**src/rtl/reg_file_mp_pkg.sv**
```systemverilog
// reg_file_mp_pkg: shared constants and types for the multi-port register file.
//   DATA_W_DEF / ADDR_W_DEF : default data and address widths
//   ZERO_ADDR               : address of the hard-wired zero register
//   state_e                 : clear/run sequencer states
package reg_file_mp_pkg;

   localparam int DATA_W_DEF = 32;
   localparam int ADDR_W_DEF = 5;
   localparam int ZERO_ADDR  = 0;

   typedef enum logic {
      ST_CLEAR = 1'b0,
      ST_RUN   = 1'b1
   } state_e;

endpackage

```
**src/rtl/reg_file_rd_mux.sv**
```systemverilog
// reg_file_rd_mux: one combinational read port of reg_file_mp.
//   en_i          : block is ready; when low the port reads zero
//   ra_i          : read address
//   arr_i         : stored array value at ra_i (pre-edge contents)
//   we0_i/wa0_i/wd0_i : accepted write, port 0 (ALU)
//   we1_i/wa1_i/wd1_i : accepted write, port 1 (load, higher priority)
//   rd_o          : read data
module reg_file_rd_mux
   import reg_file_mp_pkg::*;
#(
   parameter int DATA_W   = DATA_W_DEF,
   parameter int ADDR_W   = ADDR_W_DEF,
   parameter int ZERO_REG = 1,
   parameter int BYPASS   = 1
) (
   input  logic              en_i,
   input  logic [ADDR_W-1:0] ra_i,
   input  logic [DATA_W-1:0] arr_i,
   input  logic              we0_i,
   input  logic [ADDR_W-1:0] wa0_i,
   input  logic [DATA_W-1:0] wd0_i,
   input  logic              we1_i,
   input  logic [ADDR_W-1:0] wa1_i,
   input  logic [DATA_W-1:0] wd1_i,
   output logic [DATA_W-1:0] rd_o
);

   logic zero_hit;
   logic byp_hit1;
   logic byp_hit0;

   always_comb begin
      zero_hit = (ZERO_REG != 0) && (ra_i == ADDR_W'(ZERO_ADDR));
      byp_hit1 = (BYPASS != 0) && we1_i && (wa1_i == ra_i);
      byp_hit0 = (BYPASS != 0) && we0_i && (wa0_i == ra_i);
   end

   // Zero register beats bypass; load-port bypass beats ALU-port bypass.
   always_comb begin
      rd_o = arr_i;
      if (!en_i) begin
         rd_o = '0;
      end else if (zero_hit) begin
         rd_o = '0;
      end else if (byp_hit1) begin
         rd_o = wd1_i;
      end else if (byp_hit0) begin
         rd_o = wd0_i;
      end
   end

endmodule

```
**src/rtl/reg_file_mp.sv**
```systemverilog
// reg_file_mp: decode-stage register file, two write ports, NUM_RD read ports.
//   clk, rst      : clock, synchronous active-high reset
//   ra / rd       : packed read addresses / read data, port i at [i*W +: W]
//   we0/wa0/wd0   : write port 0 (ALU writeback)
//   we1/wa1/wd1   : write port 1 (load writeback, wins on address conflict)
//   ready         : high once every entry has been cleared after reset
module reg_file_mp
   import reg_file_mp_pkg::*;
#(
   parameter int DATA_W   = DATA_W_DEF,
   parameter int ADDR_W   = ADDR_W_DEF,
   parameter int NUM_RD   = 2,
   parameter int ZERO_REG = 1,
   parameter int BYPASS   = 1
) (
   input  logic                     clk,
   input  logic                     rst,
   input  logic [NUM_RD*ADDR_W-1:0] ra,
   output logic [NUM_RD*DATA_W-1:0] rd,
   input  logic                     we0,
   input  logic [ADDR_W-1:0]        wa0,
   input  logic [DATA_W-1:0]        wd0,
   input  logic                     we1,
   input  logic [ADDR_W-1:0]        wa1,
   input  logic [DATA_W-1:0]        wd1,
   output logic                     ready
);

   localparam int DEPTH = 1 << ADDR_W;

   state_e            state_q, state_d;
   logic [ADDR_W-1:0] clr_cnt_q, clr_cnt_d;
   logic              ready_q, ready_d;

   logic [DATA_W-1:0] mem_q [DEPTH];

   logic run;
   logic clr_en;
   logic wr0_en;
   logic wr1_en;

   // ---------------- clear sequencer ----------------
   always_ff @(posedge clk) begin
      if (rst) begin
         state_q   <= ST_CLEAR;
         clr_cnt_q <= '0;
         ready_q   <= 1'b0;
      end else begin
         state_q   <= state_d;
         clr_cnt_q <= clr_cnt_d;
         ready_q   <= ready_d;
      end
   end

   // ready trails the CLEAR->RUN transition by one cycle.
   always_comb begin
      state_d   = state_q;
      clr_cnt_d = clr_cnt_q;
      ready_d   = ready_q;
      unique case (state_q)
         ST_CLEAR: begin
            ready_d   = 1'b0;
            clr_cnt_d = clr_cnt_q + 1'b1;
            if (clr_cnt_q == '1) begin
               state_d = ST_RUN;
            end
         end
         ST_RUN: begin
            ready_d = 1'b1;
         end
         default: begin
            state_d   = ST_CLEAR;
            clr_cnt_d = '0;
            ready_d   = 1'b0;
         end
      endcase
   end

   // ---------------- write arbitration ----------------
   always_comb begin
      run    = (state_q == ST_RUN);
      clr_en = (state_q == ST_CLEAR);
      wr1_en = run && we1 &&
               !((ZERO_REG != 0) && (wa1 == ADDR_W'(ZERO_ADDR)));
      wr0_en = run && we0 &&
               !((ZERO_REG != 0) && (wa0 == ADDR_W'(ZERO_ADDR))) &&
               !(we1 && (wa1 == wa0));
   end

   // Array has no reset; the sequencer clears it one entry per cycle.
   always_ff @(posedge clk) begin
      if (!rst) begin
         if (clr_en) begin
            mem_q[clr_cnt_q] <= '0;
         end
         if (wr0_en) begin
            mem_q[wa0] <= wd0;
         end
         if (wr1_en) begin
            mem_q[wa1] <= wd1;
         end
      end
   end

   // ---------------- read ports ----------------
   for (genvar g = 0; g < NUM_RD; g++) begin : g_rd
      logic [ADDR_W-1:0] ra_g;
      logic [DATA_W-1:0] rd_g;

      assign ra_g = ra[g*ADDR_W +: ADDR_W];
      assign rd[g*DATA_W +: DATA_W] = rd_g;

      reg_file_rd_mux #(
         .DATA_W   (DATA_W),
         .ADDR_W   (ADDR_W),
         .ZERO_REG (ZERO_REG),
         .BYPASS   (BYPASS)
      ) u_rd_mux (
         .en_i  (ready_q),
         .ra_i  (ra_g),
         .arr_i (mem_q[ra_g]),
         .we0_i (wr0_en),
         .wa0_i (wa0),
         .wd0_i (wd0),
         .we1_i (wr1_en),
         .wa1_i (wa1),
         .wd1_i (wd1),
         .rd_o  (rd_g)
      );
   end

   assign ready = ready_q;

endmodule
```
**config.mk**
```make
export PLATFORM = sky130hd
export DESIGN_NAME = reg_file_mp
export DESIGN_NICKNAME = d
export VERILOG_FILES = /design/src/rtl/reg_file_mp_pkg.sv /design/src/rtl/reg_file_rd_mux.sv /design/src/rtl/reg_file_mp.sv
export SDC_FILE = /design/constraint.sdc
export NUM_CORES = 2
export LEC_CHECK = 0
export BUFFER_PORTS_ARGS = -buffer_cell sky130_fd_sc_hd__buf_2
export CAP_MARGIN = 10
export CORE_MARGIN = 2
export CORE_UTILIZATION = 35
export CTS_CLUSTER_SIZE = 12
export DETAILED_ROUTE_END_ITERATION = 10
export GPL_ROUTABILITY_DRIVEN = 0
export PLACE_DENSITY = 0.51
export RECOVER_POWER = 100
export SETUP_SLACK_MARGIN = 0.5
export SLEW_MARGIN = 5
export SYNTH_ARGS = -nofsm -noshare
export SYNTH_HDL_FRONTEND = slang
export SYNTH_SLANG_ARGS = --single-unit
```
**constraint.sdc**
```tcl
create_clock -name clk -period 4.25 [get_ports clk]
set_clock_uncertainty 0.2 [all_clocks]
set_input_delay 0.6375 -clock clk [delete_from_list [all_inputs] [get_ports clk]]
set_output_delay 0.6375 -clock clk [all_outputs]
set_load 0.01 [all_outputs]
```
# Word level (Yosys, flattened, before mapping)
# Memories as Yosys holds them, arrays and structs flattened.
# Index checks and enable logic that the tools add are counted.
# totals
out_inout_bits	65
register_bits	7
in_bits	88
ram_bits	1024
wordCells	53
mem_count	1
mem_bits_ro	0
latch_bits	0
# memory_table
memory	depth	word_bits	rd	rd_ports_with_merged_regs	write_ports	line	text
mem_q	32	32	2	0	2	reg_file_mp.sv:35	logic [DATA_W-1:0] mem_q [DEPTH];
# classes
n_addsub	1
n_mux	23
n_div	0
eq_ne	6
mul	0
shifts	0
n_reduce_logical	18
order_cmp	0
bitwise_logic	1
# op_table
cell	count
$mux 32	9
$reduce_or 32->1	1
$eq 5x5->1	5
$logic_not 5->1	4
$mux 1	12
$logic_and 1x1->1	10
$add 5x1->5 const B	1
$eq 5x5->1 const B	1
$mux 5	1
$logic_not 1->1	3
$pmux 1 s2	1
$not 1->1	1

# Longest topological paths before layout
# depth
depth_word	9
depth_mapped	12
mapped_depth_nobuf	6

# By module
# From an unflattened synthesis, not the netlist that was laid out.
# unflattened
hier_cells	4566
hier_area_um2	62014.5
# modules_own_cells
mod	instances	cells_each	area_each_um2	seq_area_each_um2
reg_file_mp	1	4214	59384.5	30889.6
reg_file_rd_mux	2	176	1315.0	0.0

# Worst setup path before layout
# Ideal clock, no wire load.
# synth_path
path_kind	input -> register
start	in wa0[4]
end	mem mem_q[16][0] (netlist bit), enable pin
t_arrival_ps	3758
cell_stages	10
required_ps	3617
path_slack_ps	-141
n_path_buf	4
path_cell_list	buf_2 > nor3_1 > a21oi_1 > o211a_1 > buf_2 > buf_6 > buf_6 > nor4b_1 > a41oi_2 > o22ai_1
# synth_lines
element	line	text
start, declared	reg_file_mp.sv:21	input logic [ADDR_W-1:0] wa0,
end, declared	reg_file_mp.sv:35	

==> reports/qor.yml <==
status: "complete, but fails checks"
violations: "max-capacitance violations, max-slew violations"
period_needed_ps: 3980
pwr-share-seq: 0.498
syn_inst: 5065
power_frac_comb: 0.075
critPathMaxFanout: 32
ys_top_cells_by_area: "edfxtp_1 51%, mux4_2 21%, o21ai_0 8.5%, nand2_1 7.2%, clkbuf_1 2.9%"
p_clk_frac: 0.427
synth.most_common_cell: "nand2_1"
multi_input_area_mm2: 0.0272
sw_frac_of_total: 0.238
hp-class: "in -> reg"
yosys.area.top_type: "edfxtp_1"
io_pins: 153
power_density_mw_per_mm2: 328
p_leak_nw: 20.0
num_rows: 152
cts_tree: "built"
vias: 43679
stdcell_area_mm2: 0.0681
p_switching_mw: 5.33
synth_area_mm2: 0.0603
grt_max_degree: 66
maxSlewHeadroom: -0.336
dp_hpwl_mm: 125
intPower_mw: 17.0
clock-root-buffer: "clkbuf_16"
dieWidth_um: 419
synth_nets: 5155
firstDrtPassIters: 6
drt-initial-drc-count: 5385
via_per_inst: 5.95
holdBufCountCts: 0
die_area_mm2: 0.176
worstSetupPathType: "reg -> reg"
core_area_mm2: 0.171
cts_sinks: 1031
maxSlewViolCount: 848
cp.required_ps: 4400
htree_levels: 3
synth-seq-cells: 1031
place_area_mm2: 0.0646
post-place-ws_ps: 97.4
dp_cells: 7102
grt.overflow.total: 0
synthArstFlopShare: 0
tns_ps: 0
worstSetupEndpointType: "flip-flop"
fin_crit_sh: 0.935
worstPathArrival_ps: 4120
drive_gt1_frac: 0.227
ys_seq_area_frac: 0.513
area_growth_pct: 13.0
synth_cell_types: 57
yosys_most_used_dff: "edfxtp_1"
synth_top_area_share: 0.510
grt_pass1_vias: 42584
fmax_ghz: 0.252
cap_violations: 28
numCtsBuffers: 113
fillCellCount: 16048
setup_viol: 0
grt_first_pass_wirelength_mm: 326
ant_nets: 0
io_buffers: 152
routedWlPerCell_um: 31.7
ir_drop_v: 0.000335
track_usage: 0.262
cts_max_path_buffers: 3
synth_enable_flop_cells: 1024
finalWirelength_mm: 233
clkTransAtPathRegs_ps: 60
grt_antenna_before_repair: 3
startpoint_type: "flip-flop"
worst_pin_slew_ps: 2000
hold_viol_final: 0
start_util: 0.352
rsz0062_at_grt: "true"
ys_warn_count: 0
final_cell_count_no_fill: 7340
drc: 0
fin_ws_ps: 275
regArea_mm2: 0.0309
dieHeight_um: 419
nNetsFinal: 5031
synth_common_cells: "1163 x nand2_1, 1028 x o21ai_0, 1024 x edfxtp_1"
avgSynthCellArea_um2: 11.9
clock_latency_ps: 710
## metrics by stage
| stage | hold WS (ps) | util | total power, mW |
|---|---|---|---|
| global placement | 427 | 0.377 | 13.0 |
| global route | 62.6 | 0.397 | 22.8 |
| finish | 65.9 | 0.397 | 22.3 |
| floorplan | 369 | - | 12.4 |
| CTS | 14.6 | 0.400 | 22.4 |
| detailed placement | 467 | 0.377 | 13.0 |
## layout make-up
class                   count  share of cell area
diodes                      2           0.0000735
repair buffers            389              0.0500
well taps                2310              0.0425
multi-input cells        3334               0.399
clock inverters            56             0.00586
inverters                  72             0.00404
clock buffers             146              0.0446
flip-flops and latches   1031               0.454
## cells by family after synthesis
| logic type | share of synthesized area |
|---|---|
| AND/OR/NAND/NOR | 0.104 |
| AO/OA/AOI/OAI | 0.105 |
| flip-flops | 0.513 |
| buffers and inverters | 0.0481 |
| multiplexers | 0.226 |
| XOR/XNOR | 0.00407 |
| adder cells (fa/ha/maj) | 0.000415 |
## sequential cells by signal, summed over array words and instances, names as in the netlist
| signal | count |
|---|---|
| mem_q | 1024 |
| ready | 1 |
| run | 1 |
| clr_cnt_q | 5 |
## cells in the final DEF, fill, tap and decap left out, types with 25 or more instances in the layout
cell       count
mux4_2       572
clkbuf_1     118
buf_4         79
a22oi_1       32
inv_1         71
buf_2        104
nand2_1     1161
o21ai_0     1026
mux2i_1       72
o22ai_4       26
nor2_4        34
or3_1         31
clkbuf_16    122
edfxtp_1    1024
nand3_1       91
nand2b_1      95
nor2_1        43
o2111ai_2     25
buf_12        65
clkinv_1      29
clkbuf_2      26
## critical path, cell delays in order, from the launching register on
cell and delay [ps]:
dfxtp_1 340, nand2_2 50, a21oi_1 210, buf_4 160, o211a_4 340, a32oi_1 420, buf_4 340, o22ai_4 110
buf_2 1340
## path summary, 6_finish.rpt
path         slack, ps                        end  depth (start not counted)                 startpoint
min                 70  clr_cnt_q[4]$_SDFFE_PP0N_                          2                        rst
max                270    mem_q[26][18]$_DFFE_PP_                          8             run$_SDFF_PP0_
min reg2reg        450  clr_cnt_q[1]$_SDFFE_PP0N_                          2  clr_cnt_q[1]$_SDFFE_PP0N_
max reg2reg        270    mem_q[26][18]$_DFFE_PP_                          8             run$_SDFF_PP0_
## layer usage
| layer | part of all wire | up-vias | GRT usage |
|---|---|---|---|
| li1 | - | 18734 | - |
| met1 | 0.38 | 22168 | 0.337 |
| met2 | 0.49 | 2259 | 0.442 |
| met3 | 0.081 | 516 | 0.0376 |
| met4 | 0.048 | 2 | 0.112 |
| met5 | 0.000056 | - | 0 |
## timing repair
action | in CTS | in global routing
gates cloned | 2 | 4
buffers inserted | 10 | 18
gates resized for setup | 35 | 21
setup endpoints to repair | 56 | 42
pin swaps | 3 | 5
## power groups by stage
stage                     Combinational, mW  Clock, mW  Sequential [mW]
after floorplan                        1.10          0             11.3
after global placement                 1.64          0             11.3
after detailed placement               1.65          0             11.3
after CTS                              1.67       9.64             11.1
after global routing                   1.75       9.96             11.1
final                                  1.67       9.53             11.1
Note: power is estimated with default switching activity, not from simulation.
